**config.mk**
```make
export PLATFORM = sky130hd
export DESIGN_NAME = bit_4_rx
export DESIGN_NICKNAME = d
export VERILOG_FILES = /design/src/rtl/bit_link_pkg.sv /design/src/rtl/rx_sync_2ff.sv /design/src/rtl/bit_4_rx.sv
export SDC_FILE = /design/constraint.sdc
export NUM_CORES = 1
export LEC_CHECK = 0
export CORE_UTILIZATION = 50
export DETAILED_ROUTE_END_ITERATION = 10
export PLACE_DENSITY = 0.78
export SLEW_MARGIN = 20
export SYNTH_ARGS = -nofsm -noshare
export SYNTH_HDL_FRONTEND = slang
export SYNTH_HIERARCHICAL = 1
export SYNTH_SLANG_ARGS = --single-unit
```
**constraint.sdc**
```tcl
create_clock -name clk_in -period 4.7 [get_ports clk_in]
set_clock_uncertainty 0.15 [all_clocks]
set_input_delay 0.705 -clock clk_in [delete_from_list [all_inputs] [get_ports clk_in]]
set_output_delay 0.705 -clock clk_in [all_outputs]
set_load 0.03 [all_outputs]
```
**src/rtl/bit_link_pkg.sv**
```systemverilog
// Shared definitions for the 4 kbit/s binary code link (receiver and transmitter).
package bit_link_pkg;

   localparam int CLK_HZ           = 50_000_000;
   localparam int BIT_HZ           = 4000;
   localparam int DEF_CLKS_PER_BIT = CLK_HZ / BIT_HZ;

   typedef enum logic [1:0] {
      IDLE  = 2'd0,
      START = 2'd1,
      DATA  = 2'd2,
      STOP  = 2'd3
   } rx_state_t;

endpackage

```
**src/rtl/rx_sync_2ff.sv**
```systemverilog
// Two-flop synchronizer for an asynchronous input plus a registered falling-edge detect.
// Flops reset high so an idle-high line never looks like a falling edge out of reset.
module rx_sync_2ff (
   input  logic clk_in,
   input  logic rst_n,
   input  logic async_in,
   output logic rx_s,
   output logic fall_pulse
);

   logic r_meta;
   logic r_sync;
   logic r_prev;

   always_ff @(posedge clk_in or negedge rst_n) begin
      if (!rst_n) begin
         r_meta <= 1'b1;
         r_sync <= 1'b1;
         r_prev <= 1'b1;
      end else begin
         r_meta <= async_in;
         r_sync <= r_meta;
         r_prev <= r_sync;
      end
   end

   assign rx_s       = r_sync;
   assign fall_pulse = r_prev & ~r_sync;

endmodule

```
**src/rtl/bit_4_rx.sv**
```systemverilog
// Receive deserializer for the binary code link: start-bit hunt, mid-bit sampling,
// one byte per frame with a one-cycle valid strobe or frame-error strobe.
//
// state | meaning
// IDLE  | waiting for a falling edge on the synchronized line
// START | counting to the start-bit midpoint; rejects glitches
// DATA  | sampling DATA_BITS data bits, LSB first, one per bit period
// STOP  | sampling the stop bit; publishes the byte or flags a frame error
module bit_4_rx
   import bit_link_pkg::*;
#(
   parameter int CLKS_PER_BIT = DEF_CLKS_PER_BIT,
   parameter int DATA_BITS    = 8
) (
   input  logic                 clk_in,
   input  logic                 rst_n,
   input  logic                 rx_in,
   output logic [DATA_BITS-1:0] data_out,
   output logic                 data_valid,
   output logic                 frame_err,
   output logic                 busy
);

   localparam int CW   = $clog2(CLKS_PER_BIT);
   localparam int IW   = (DATA_BITS > 1) ? $clog2(DATA_BITS) : 1;
   localparam int HALF = CLKS_PER_BIT / 2;

   localparam logic [CW-1:0] TC_HALF  = CW'(HALF - 1);
   localparam logic [CW-1:0] TC_FULL  = CW'(CLKS_PER_BIT - 1);
   localparam logic [IW-1:0] IDX_LAST = IW'(DATA_BITS - 1);

   logic                 w_rx_s;
   logic                 w_fall;

   rx_state_t            r_state;
   rx_state_t            w_state_nxt;
   logic [CW-1:0]        r_cnt;
   logic [CW-1:0]        w_cnt_nxt;
   logic [IW-1:0]        r_idx;
   logic [IW-1:0]        w_idx_nxt;
   logic [DATA_BITS-1:0] r_shift;
   logic [DATA_BITS-1:0] w_shift_nxt;
   logic [DATA_BITS-1:0] r_data;
   logic [DATA_BITS-1:0] w_data_nxt;
   logic                 r_valid;
   logic                 w_valid_nxt;
   logic                 r_ferr;
   logic                 w_ferr_nxt;

   rx_sync_2ff u_sync (
      .clk_in     (clk_in),
      .rst_n      (rst_n),
      .async_in   (rx_in),
      .rx_s       (w_rx_s),
      .fall_pulse (w_fall)
   );

   always_ff @(posedge clk_in or negedge rst_n) begin
      if (!rst_n) begin
         r_state <= IDLE;
         r_cnt   <= '0;
         r_idx   <= '0;
         r_shift <= '0;
         r_data  <= '0;
         r_valid <= 1'b0;
         r_ferr  <= 1'b0;
      end else begin
         r_state <= w_state_nxt;
         r_cnt   <= w_cnt_nxt;
         r_idx   <= w_idx_nxt;
         r_shift <= w_shift_nxt;
         r_data  <= w_data_nxt;
         r_valid <= w_valid_nxt;
         r_ferr  <= w_ferr_nxt;
      end
   end

   always_comb begin
      w_state_nxt = r_state;
      w_cnt_nxt   = r_cnt + CW'(1);
      w_idx_nxt   = r_idx;
      w_shift_nxt = r_shift;
      w_data_nxt  = r_data;
      w_valid_nxt = 1'b0;
      w_ferr_nxt  = 1'b0;

      case (r_state)
         IDLE: begin
            // Only a fresh edge arms the receiver; a line stuck low stays ignored.
            w_cnt_nxt = '0;
            if (w_fall) begin
               w_state_nxt = START;
            end
         end
         START: begin
            if (r_cnt == TC_HALF) begin
               w_cnt_nxt = '0;
               if (!w_rx_s) begin
                  w_idx_nxt   = '0;
                  w_state_nxt = DATA;
               end else begin
                  w_state_nxt = IDLE;
               end
            end
         end
         DATA: begin
            if (r_cnt == TC_FULL) begin
               w_cnt_nxt            = '0;
               w_shift_nxt[r_idx]   = w_rx_s;
               if (r_idx == IDX_LAST) begin
                  w_state_nxt = STOP;
               end else begin
                  w_idx_nxt = r_idx + IW'(1);
               end
            end
         end
         STOP: begin
            if (r_cnt == TC_FULL) begin
               w_cnt_nxt   = '0;
               w_state_nxt = IDLE;
               if (w_rx_s) begin
                  w_data_nxt  = r_shift;
                  w_valid_nxt = 1'b1;
               end else begin
                  w_ferr_nxt  = 1'b1;
               end
            end
         end
         default: begin
            w_state_nxt = IDLE;
            w_cnt_nxt   = '0;
         end
      endcase
   end

   assign data_out   = r_data;
   assign data_valid = r_valid;
   assign frame_err  = r_ferr;
   assign busy       = (r_state != IDLE);

endmodule

```
# Word level (Yosys, flattened, before mapping)
# Cells that the tools add are included.
dict set report word_totals {
  register_bits 40
  latchBits 0
  ramBits 0
  mem_bits_ro 0
  inputBits 3
  output_inout_bits 11
  elab_cells 62
  memories 0
}
dict set report op_classes {
  add_sub_neg 2
  multipliers 0
  div_mod_pow 0
  n_lt_le_gt_ge 2
  n_eq_ne 13
  shifts 0
  muxes 24
  bitwise 2
  reduce_logical 9
}
# operator count
set ops {}
lappend ops {{14-bit one-hot mux with 3 select lines} 1}
lappend ops {{14-bit 2-to-1 mux} 2}
lappend ops {{14-bit by 1-bit adder with 14-bit output (second input constant)} 1}
lappend ops {{14-bit by 13-bit == test with 1-bit output (second input constant)} 1}
lappend ops {{14-bit == test (second input constant)} 1}
lappend ops {{2-bit 2-to-1 mux} 6}
lappend ops {{3-bit 2-to-1 mux} 4}
lappend ops {{2-bit != test (second input constant)} 6}
lappend ops {{5-bit AND reduction} 2}
lappend ops {{8-bit bitwise mux} 1}
lappend ops {{2-bit one-hot mux with 4 select lines} 1}
lappend ops {{1-bit 2-to-1 mux} 7}
lappend ops {{3-bit one-hot mux with 2 select lines} 1}
lappend ops {{2-bit == test (second input constant)} 2}
lappend ops {{3-bit by 4-bit less-than comparator with 1-bit output (second input constant)} 1}
lappend ops {{2-bit nonzero test} 2}
lappend ops {{3-bit by 1-bit adder with 3-bit output (second input constant)} 1}
lappend ops {{1-bit demux with 3-bit select} 1}
lappend ops {{3-bit == test (second input constant)} 1}
lappend ops {{3-bit by 1-bit greater-or-equal comparator with 1-bit output (second input constant)} 1}
lappend ops {{3-bit AND reduction} 1}
lappend ops {{2-bit by 1-bit == test with 1-bit output (second input constant)} 1}
lappend ops {{2-bit zero test} 1}
lappend ops {{2-bit by 1-bit != test with 1-bit output (second input constant)} 1}
lappend ops {{other kinds (5)} 5}

# Depth between registers and ports, before layout
# Gate-level depths: netlist (run 1).
dict set report logic_depth {
  word_depth 5
  ltp_mapped 7
  mapped_depth_nobuf 6
}

# Modules after synthesis
# Netlist (run 1), hierarchy kept.
# mod n_inst cells_per_inst area_per_inst_um2 seq_area_each_um2
set by_module_without_submodules {}
lappend by_module_without_submodules {bit_4_rx 1 160 1899.3 925.9}
lappend by_module_without_submodules {rx_sync_2ff 1 4 92.6 78.8}

# Least setup slack after synthesis (run 1)
# Ideal clock, no wire load.
dict set report synth_timing {
  kind {flip-flop to flip-flop}
  startpoint {register r_cnt[0]}
  endpoint {register r_data[0], in the netlist data_out[0]}
  setup_time_ns 0.125
  arrival_time_ns 1.621
  t_required_ns 4.425
  setup_slack_ns 2.804
  stages_incl_launch_ff 6
  n_path_buf 0
  synth_period_minus_slack_ns 1.896
  cell_sequence {dfrtp_1 > ha_1 > and4b_4 > nand4_4 > nor2_8 > mux2_4}
}
dict set report synth_via {
  elab_chain_cells 2
}
# element line_no
set synth_lines {}
lappend synth_lines {{start, declared} bit_4_rx.sv:37} ;# logic [CW-1:0] r_cnt;
lappend synth_lines {{start signal, assigned} bit_4_rx.sv:69} ;# r_cnt <= w_cnt_nxt;
lappend synth_lines {{14-bit == test} bit_4_rx.sv:118} ;# if (r_cnt == TC_FULL) begin
lappend synth_lines {{3-bit AND reduction (no line)} n/a}
lappend synth_lines {{end signal, assigned} bit_4_rx.sv:72} ;# r_data <= w_data_nxt;
lappend synth_lines {{end, declared} bit_4_rx.sv:43} ;# logic [DATA_BITS-1:0] r_data;
# No other way between the ends.
# A chain may end at the register's enable or synchronous reset.

==> flow_summary_export.csv, run 1 <==
group,metric,value,unit
run_status,status,"complete, no violations",
pwr,vdd_ir_drop_max,0.000203,V
finish,fillers,295,
grt,met2_usage,28.5,%
clocking,h-tree-depth,2,
logic_synthesis,synth_ff_type,"dfrtp_1",
critical_path,rr_worst_depth,5,
timing,period_needed,2.52,ns
hold_path,min_path_type,"reg -> reg",
clocking,cts_buffers,5,
grt,gr-usage-all-layers,19.5,%
grt,met1_usage,26.9,%
logic_synthesis,syn-num-nets,171,
hold_path,worstHoldPathCells,0,
grt,grt_start_max_net_pins,41,
grt,use_met3,6.42,%
finish,layout.nets,186,
pwr,p_sw,0.000202,W
route,drc,0,
logic_synthesis,ys_async_sr_fraction,100,%
pwr,cellLeakagePower,0.997,nW
pwr,pwr-share-comb,9.3,%
timing,drv_slew,0,
finish,final_layout_size_suffix_gt1_share,20.6,%
timing,setup-violations-final,0,
clocking,holdBufCountCts,0,
die,io-pin-count,14,
finish,antennaDiodeCount,0,
pwr,swShare,24.8,%
grt,busiest_layer,"met2",
route,num_vias,1312,
clocking,insertion_delay,0.29,ns
grt,grt_pass1_vias,1259,
route,postRouteAntennaNets,0,
die,dieArea,0.00424,mm^2
timing,rsz0062_at_grt,"false",
critical_path,cp-end-kind,"output port",
flow_run,cap_violations,0,
logic_synthesis,seq_area_frac_synth,50.4,%
timing,slew_headroom,42.6,%
route,dr.pass1.iters,4,
logic_synthesis,synth_cells,164,
pwr,cellPowerDensity,357,mW/mm^2
clocking,cts_tree,"built",
placed_design,post-place-ws,2.49,ns
timing,fin_ws,2.18,ns
clocking,root_buffer,"clkbuf_8",
timing,max_freq,0.396,GHz
route,drt_iter0_markers,62,
clocking,clock_sinks,40,
route,vias_per_cell,5.75,
finish,seqCellArea,0.00100,mm^2
timing,worst_pin_slew,0.861,ns
logic_synthesis,yosys_warnings,6,
logic_synthesis,syn_area_per_cell,12.1,um^2
logic_synthesis,synth-seq-cells,40,
critical_path,cp.required,3.85,ns
placed_design,dp_hpwl,2390,um
pwr,clkPwrFrac,40.4,%
finish,multi_input_area,942,um^2
clocking,post_cts_resized,0,
die,fp.dieH,65.1,um
placed_design,port_buffers,13,
finish,syn_to_final_growth,14.4,%
grt,grt-ovfl-total,0,
die,die_w,65.1,um
pwr,internal-power,0.000611,W
timing,hold_violations,0,
critical_path,critPathKind,"reg -> out",
critical_path,critPathMaxFanout,10,
timing,finalCritPeriodShare,53.7,%
critical_path,worstSetupStartpointType,"register",
grt,grt_pass1_wl,6130,um
die,initial_core_util,53.2,%
pwr,pwr-share-seq,50.3,%
logic_synthesis,synth_edf_count,0,
placed_design,gp_congestion,0.864,
logic_synthesis,netlist_area,0.00199,mm^2
route,wirelength,3530,um
grt,antenna_found_initial,0,
die,fp-row-count,22,
route,routedWlPerCell,15.5,um
clocking,clkTransAtPathRegs,0.07,ns
logic_synthesis,synth_cell_types,42,
critical_path,arrival,1.67,ns
timing,setup_tns,0,ns
clocking,clock_path_buffers,2,
clocking,cts_setup_buffers,0,
die,core_region_area,0.00374,mm^2
worst max-delay path: stages, from the launching register on:
cell and delay (ns):
dfrtp_1 0.54, nor2_1 0.12, inv_1 0.07, clkdlybuf4s50_1 0.66
final timing paths:
path / startpoint / to / slack, ns
worst max-delay path: register / busy / 2.18
worst min-delay path: u_sync/r_meta / u_sync/rx_s / 0.21
worst max register to register: r_cnt[0] / data_out[0] / 2.63
worst min register to register: u_sync/r_meta / u_sync/rx_s / 0.21
max in group asynchronous: rst_n / r_idx[2] / 3.49
min in group asynchronous: rst_n / r_shift[3] / 0.37
cells in the final DEF, fill, tap and decap left out, types with 4 or more instances in the layout:
master            n
dfrtp_1          37
nor2_1           19
clkdlybuf4s50_1  12
nand3_1          10
mux2_2            9
nor3_1            8
mux2_4            8
nand2_1           7
xnor2_1           6
xor2_1            5
clkbuf_8          5
inv_1             4
nand4_1           4
ha_1              4
kinds of logic after synthesis:
family                   synth area share, %
XOR/XNOR                                4.84
AND/OR/NAND/NOR                         24.7
AO/OA/AOI/OAI                           4.15
multiplexers                            11.1
buffers and inverters                   2.26
adder cells (fa/ha/maj)                 2.51
flip-flops                              50.4
flip-flops by register name, indices dropped and copies added, names as in the netlist, named ones only:
name and count:
data_out 8, frame_err 1, u_sync/r_prev 1, data_valid 1, r_idx 3, r_shift 8, r_state 1, u_sync/r_meta 1
r_cnt 14, u_sync/rx_s 1
synth_stat cells, drive strengths merged, types with 2 or more instances:
cell,n,area [um^2]
nor4bb,3,30.0
nor2,20,91.3
dfstp,3,78.8
inv,4,15.0
and4b,2,23.8
nor3,8,40.0
nand2,7,26.3
dfrtp,37,926
xnor2,6,52.6
ha,4,50.1
xor2,5,43.8
nand4b,2,17.5
mux2,17,221
nand2b,2,12.5
and3,3,18.8
buf,4,26.3
nor4b,2,32.5
nor4,3,18.8
nand4,6,58.8
a22o,2,17.5
nand3,10,50.1
power groups by stage:
stage / registers, W / clock network (W) / logic (W)
detailed placement: 0.000413 / 0 / 0.0000755
global route: 0.000411 / 0.000351 / 0.0000861
floorplan: 0.000393 / 0 / 0.0000687
finish: 0.000409 / 0.000329 / 0.0000754
global placement: 0.000410 / 0 / 0.0000714
CTS: 0.000407 / 0.000334 / 0.0000760
area by class of cell:
cell class / instances / area share (%)
clock buffer: 6 / 3.18
clock inverter: 2 / 2.63
inverter: 4 / 0.659
multi-input combinational: 115 / 41.3
sequential: 40 / 44.1
tap: 48 / 2.63
timing repair buffer: 13 / 5.49
layer usage:
metal  vias to the layer above  share of wire [%]  routed length (um)
met3                         8                3.7                 130
met1                       660                 47                1650
met5                         -                  0                   0
li1                        618                  -                   -
met4                         0                2.0                  71
met2                        26                 48                1680
stage by stage:
step | std cells | hold WS (ns) | instance area [um^2] | power (W) | util, %
3_5_place_dp | 220 | 0.197 | 2150 | 0.000488 | 57.4
5_1_grt | 228 | 0.213 | 2280 | 0.000848 | 60.9
2_1_floorplan | 164 | 0.195 | 1990 | 0.000462 | -
4_1_cts | 228 | 0.208 | 2280 | 0.000817 | 60.9
3_3_place_gp | 220 | 0.196 | 2150 | 0.000482 | 57.4
6_report | 228 | 0.207 | 2280 | 0.000813 | 60.9
Note: power is estimated with default switching activity, not from simulation.
==> inputs of run 2 (changes only) <==
==> constraint.sdc (replaced) <==
create_clock -name clk_in -period 2.4 [get_ports clk_in]
set_clock_uncertainty 0.15 [all_clocks]
set_input_delay 0.36 -clock clk_in [delete_from_list [all_inputs] [get_ports clk_in]]
set_output_delay 0.36 -clock clk_in [all_outputs]
set_load 0.03 [all_outputs]
==> run 2 against run 1 <==
  * Hold slack lost 0.18 ns
  * Sequential power rose by 94%
  * Via count is 2.0% lower
  * Critical path type unchanged
  * Clock power is 39% higher
  * Register-to-register slack worse by 2.3 ns
  * Largest cell class unchanged
==> flow_summary_export.csv, run 2 (same netlist as run 1, synthesis figures left out) <==
group,metric,value,unit
timing,hold_ws,0.0295,ns
finish,top_register,"r_cnt",
clocking,cts_buffers,5,
grt,gr-usage-all-layers,19.7,%
clocking,cts_setup_buffers,0,
critical_path,critPathMaxFanout,10,
critical_path,cp.required,1.89,ns
route,wirelength,3430,um
timing,drv_slew,0,
timing,period_needed,2.26,ns
clocking,root_buffer,"clkbuf_8",
critical_path,slowest_stage,"clkdlybuf4s50_1",
run_status,status,"complete, no violations",
critical_path,cp_cell_sequence,"nor2_1, inv_1, clkdlybuf4s50_1",
timing,hold_violations,0,
pwr,vdd_ir_drop_max,0.000406,V
pwr,cellPowerDensity,624,mW/mm^2
finish,fillers,315,
finish,layout.nets,186,
timing,fin_ws,0.143,ns
pwr,cellLeakagePower,0.976,nW
timing,rsz0062_at_grt,"false",
placed_design,gp_congestion,0.868,
hold_path,min_path_type,"in -> async",
route,postRouteAntennaNets,0,
flow_run,cap_violations,0,
route,drt_iter0_markers,72,
critical_path,timing.reg2reg.setup_slack,0.35,ns
placed_design,placed_cell_area,0.00215,mm^2
die,die_w,65.1,um
finish,fin_area,0.00224,mm^2
critical_path,arrival,1.75,ns
finish,final_layout_size_suffix_gt1_share,20.6,%
grt,grt_pass1_vias,1309,
timing,setup_tns,0,ns
finish,final_common_cell,"dfrtp_1",
timing,slew_headroom,42.6,%
clocking,clkTransAtPathRegs,0.07,ns
die,fp.dieH,65.1,um
critical_path,rr_endpoint,"r_shift[0]",
critical_path,worstSetupStartpointType,"register",
critical_path,cp-end-kind,"output port",
critical_path,slowest_delay,0.59,ns
grt,grt_start_max_net_pins,41,
clocking,post_cts_resized,0,
critical_path,critPathKind,"reg -> out",
grt,grt_pass1_wl,6270,um
finish,antennaDiodeCount,0,
route,routedWlPerCell,15.0,um
timing,max_freq,0.443,GHz
die,io-pin-count,14,
route,dr.pass1.iters,4,
grt,antenna_found_initial,0,
die,core_region_area,0.00374,mm^2
placed_design,dp_hpwl,2370,um
clocking,cts_tree,"built",
route,num_vias,1286,
clocking,insertion_delay,0.29,ns
finish,largest_register_ffs,14,
placed_design,post-place-ws,0.372,ns
finish,final_cell_mix,"37 x dfrtp_1, 19 x nor2_1, 12 x clkdlybuf4s50_1",
clocking,h-tree-depth,2,
route,drc,0,
placed_design,port_buffers,13,
timing,worst_pin_slew,0.861,ns
clocking,clock_sinks,40,
clocking,holdBufCountCts,0,
critical_path,timing.rr.start,"r_cnt[0]",
critical_path,cp-endpoint,"busy",
critical_path,rr_worst_depth,5,
timing,setup-violations-final,0,
die,initial_core_util,53.2,%
timing,finalCritPeriodShare,94.0,%
die,dieArea,0.00424,mm^2
clocking,clock_path_buffers,2,
die,fp-row-count,22,
finish,syn_to_final_growth,12.5,%
route,vias_per_cell,5.64,
grt,grt-ovfl-total,0,
[run 2: cell types whose count changed in the layout (fill, tap and decap cells not counted), sizes merged]
cell      previous run  this run
bufinv               2         0
clkbuf               6         7
clkinvlp             0         1
[run 2: how the worst min path moves through the flow]
stage,startpoint,endpoint,slack [ns],depth (start not counted)
5_1_grt,rst_n,r_cnt[6],0.11,1
6_report,rst_n,r_cnt[6],0.03,1
4_1_cts,rst_n,asynchronous set/reset pin,0.06,1
3_5_place_dp,u_sync/r_meta,u_sync/rx_s,0.20,0
3_3_place_gp,u_sync/r_meta,u_sync/rx_s,0.20,0
2_1_floorplan,rst_n,asynchronous set/reset pin,-0.09,0
[run 2: per-layer routing]
metal  share of wire, %  track usage (%)  wire length (um)  vias up
li1                   -                -                 -      619
met1                 48             26.8              1640      637
met2                 47             29.9              1600       24
met3                3.9             5.21               134        6
met4                1.4             7.88                47        0
met5                  0                0                 0        -
[run 2: critical path: cells and delay by family (launching register included)]
kind / cells / cell delay (ns)
buf+inv: 2 / 0.67
flops: 1 / 0.50
simple gates: 1 / 0.29
[run 2: final cells by class]
cell class / instances / area (um^2) / area share, %
Sequential cell: 40 / 1000 / 44.8
Multi-Input combinational cell: 115 / 942 / 42.0
Timing Repair Buffer: 13 / 125 / 5.58
Clock buffer: 7 / 86.3 / 3.85
Tap cell: 48 / 60.1 / 2.68
Inverter: 4 / 15.0 / 0.670
Clock inverter: 1 / 7.51 / 0.335
[run 2: power by group]
group          internal, W  switching [W]  leakage [nW]
clock network     0.000233       0.000223        0.0445
registers         0.000719      0.0000747         0.538
logic            0.0000624      0.0000862         0.393
total              0.00101       0.000384         0.976
[run 2: metrics by stage]
stage	instances	total power [W]	util, %
CTS	228	0.00141	59.9
global placement	220	0.000940	57.4
floorplan	164	0.000905	-
finish	228	0.00140	59.9
detailed placement	220	0.000954	57.4
global route	228	0.00147	59.9
==> inputs of run 3 (changes only) <==
--- a/config.mk
+++ b/config.mk
@@ -5,9 +5,11 @@
 export SDC_FILE = /design/constraint.sdc
 export NUM_CORES = 1
 export LEC_CHECK = 0
-export CORE_UTILIZATION = 50
+export CORE_UTILIZATION = 37
+export CTS_CLUSTER_DIAMETER = 200
 export DETAILED_ROUTE_END_ITERATION = 10
-export PLACE_DENSITY = 0.78
+export GPL_ROUTABILITY_DRIVEN = 0
+export PLACE_DENSITY = 0.62
 export SLEW_MARGIN = 20
 export SYNTH_ARGS = -nofsm -noshare
 export SYNTH_HDL_FRONTEND = slang
==> run 3 against run 2 <==
  * Non-clock buffer count rose by 1
  * Die area rose by 34%
  * First-iteration DRC count fell by 38%
  * Sequential cell count did not move
  * Utilization fell by 16 points
  * Register-to-register slack barely moved
  * Critical path depth did not move
  * Worst setup slack improved by 0.11 ns
  * Total power rose by 0.93%
  * Clock-buffer cell count fell by 1
  * Hold slack got worse by 0.00072 ns
  * Critical path type unchanged
  * Highest routed layer unchanged
==> flow_summary_export.csv, run 3 (same netlist as run 1, synthesis figures left out) <==
group,metric,value,unit
grt,met1_usage,18.9,%
hold_path,min_path_type,"in -> async",
route,drc,0,
pwr,internal-power,0.00102,W
timing,fin_ws,0.252,ns
die,fp.dieH,75.4,um
placed_design,placed_cell_area,0.00218,mm^2
finish,antennaDiodeCount,0,
clocking,post_cts_resized,0,
pwr,clkPwrFrac,32.9,%
clocking,cts_setup_buffers,0,
route,vias_per_cell,5.13,
route,routedWlPerCell,14.1,um
finish,seqCellArea,0.00100,mm^2
finish,final_cell_mix,"37 x dfrtp_1, 19 x nor2_1, 12 x clkdlybuf4s50_1",
grt,grt_pass1_wl,5910,um
clocking,clock_path_buffers,2,
finish,fillers,484,
critical_path,arrival,1.64,ns
timing,slew_headroom,41.9,%
clocking,h-tree-depth,2,
pwr,p_sw,0.000394,W
run_status,status,"complete, no violations",
critical_path,critPathKind,"reg -> out",
timing,worst_pin_slew,0.871,ns
clocking,cts_buffers,5,
route,postRouteAntennaNets,0,
grt,grt-ovfl-total,0,
grt,grt_pass1_vias,1274,
pwr,vdd_ir_drop_max,0.000240,V
timing,drv_slew,0,
clocking,clock_sinks,40,
die,core_region_area,0.00514,mm^2
finish,top_register,"r_cnt",
clocking,cts_tree,"built",
pwr,swShare,27.9,%
clocking,insertion_delay,0.29,ns
grt,met2_usage,21.9,%
critical_path,critPathMaxFanout,10,
grt,busiest_layer,"met2",
die,io-pin-count,14,
finish,syn_to_final_growth,14.4,%
finish,final_layout_size_suffix_gt1_share,21.5,%
clocking,root_buffer,"clkbuf_8",
finish,fin_area,0.00228,mm^2
timing,setup_tns,0,ns
pwr,pwr-share-seq,56.2,%
critical_path,worstSetupStartpointType,"register",
grt,gr-usage-all-layers,14.0,%
placed_design,post-place-ws,0.364,ns
finish,multi_input_area,942,um^2
timing,rsz0062_at_grt,"false",
pwr,cellPowerDensity,619,mW/mm^2
finish,layout.nets,187,
clocking,holdBufCountCts,0,
grt,use_met3,2.91,%
timing,period_needed,2.15,ns
pwr,cellLeakagePower,0.980,nW
route,num_vias,1288,
timing,setup-violations-final,0,
route,wirelength,3530,um
die,initial_core_util,38.8,%
die,dieArea,0.00568,mm^2
flow_run,cap_violations,0,
finish,final_common_cell,"dfrtp_1",
timing,finalCritPeriodShare,89.5,%
die,fp-row-count,26,
critical_path,cp.required,1.89,ns
grt,grt_start_max_net_pins,41,
grt,antenna_found_initial,0,
die,die_w,75.4,um
placed_design,dp_hpwl,2510,um
placed_design,port_buffers,13,
route,dr.pass1.iters,5,
route,drt_iter0_markers,45,
pwr,pwr-share-comb,10.9,%
timing,hold_ws,0.0288,ns
finish,largest_register_ffs,14,
timing,max_freq,0.465,GHz
timing,hold_violations,0,
clocking,clkTransAtPathRegs,0.08,ns
critical_path,cp-end-kind,"output port",
run 3: worst paths after layout:
kind / end / start / slack (ns) / cells after the start
max: busy / register / 0.25 / 3
min: data_valid / rst_n / 0.03 / 1
max reg2reg: data_out[0] / r_cnt[0] / 0.36 / 5
min reg2reg: u_sync/rx_s / u_sync/r_meta / 0.22 / 0
max in group asynchronous: r_cnt[4] / rst_n / 1.52 / 1
min in group clk_in: u_sync/rx_s / u_sync/r_meta / 0.22 / 0
run 3: power by group through the flow:
| stage | sequential (W) | combinational, W | clock (W) |
|---|---|---|---|
| final | 0.000794 | 0.000153 | 0.000464 |
| after global routing | 0.000803 | 0.000178 | 0.000512 |
| after CTS | 0.000792 | 0.000157 | 0.000481 |
| after detailed placement | 0.000805 | 0.000156 | 0 |
| after global placement | 0.000800 | 0.000148 | 0 |
| after floorplan | 0.000770 | 0.000135 | 0 |
run 3: routing by layer:
metal,share of wire [%],vias up,wire length [um]
met5,0,-,0
met4,2.1,0,75
met3,2.7,5,95
met2,49,22,1720
met1,47,640,1650
li1,-,621,-
run 3: critical path: stages, from the launching register on:
cell	delay [ns]
dfrtp_1	0.53
nor2_1	0.09
inv_1	0.06
clkdlybuf4s50_1	0.66
run 3: area by class of cell:
class | count | area share, %
flip-flops and latches | 40 | 44.1
multi-input cells | 115 | 41.3
repair buffers | 14 | 5.82
well taps | 70 | 3.84
clock buffers | 6 | 3.62
clock inverters | 2 | 0.659
inverters | 4 | 0.659
run 3: per-stage QoR:
step	cells	util, %	total power, W
2_1_floorplan	164	-	0.000905
3_3_place_gp	243	42.5	0.000947
3_5_place_dp	243	42.5	0.000961
4_1_cts	251	44.4	0.00143
5_1_grt	251	44.4	0.00149
6_report	251	44.4	0.00141
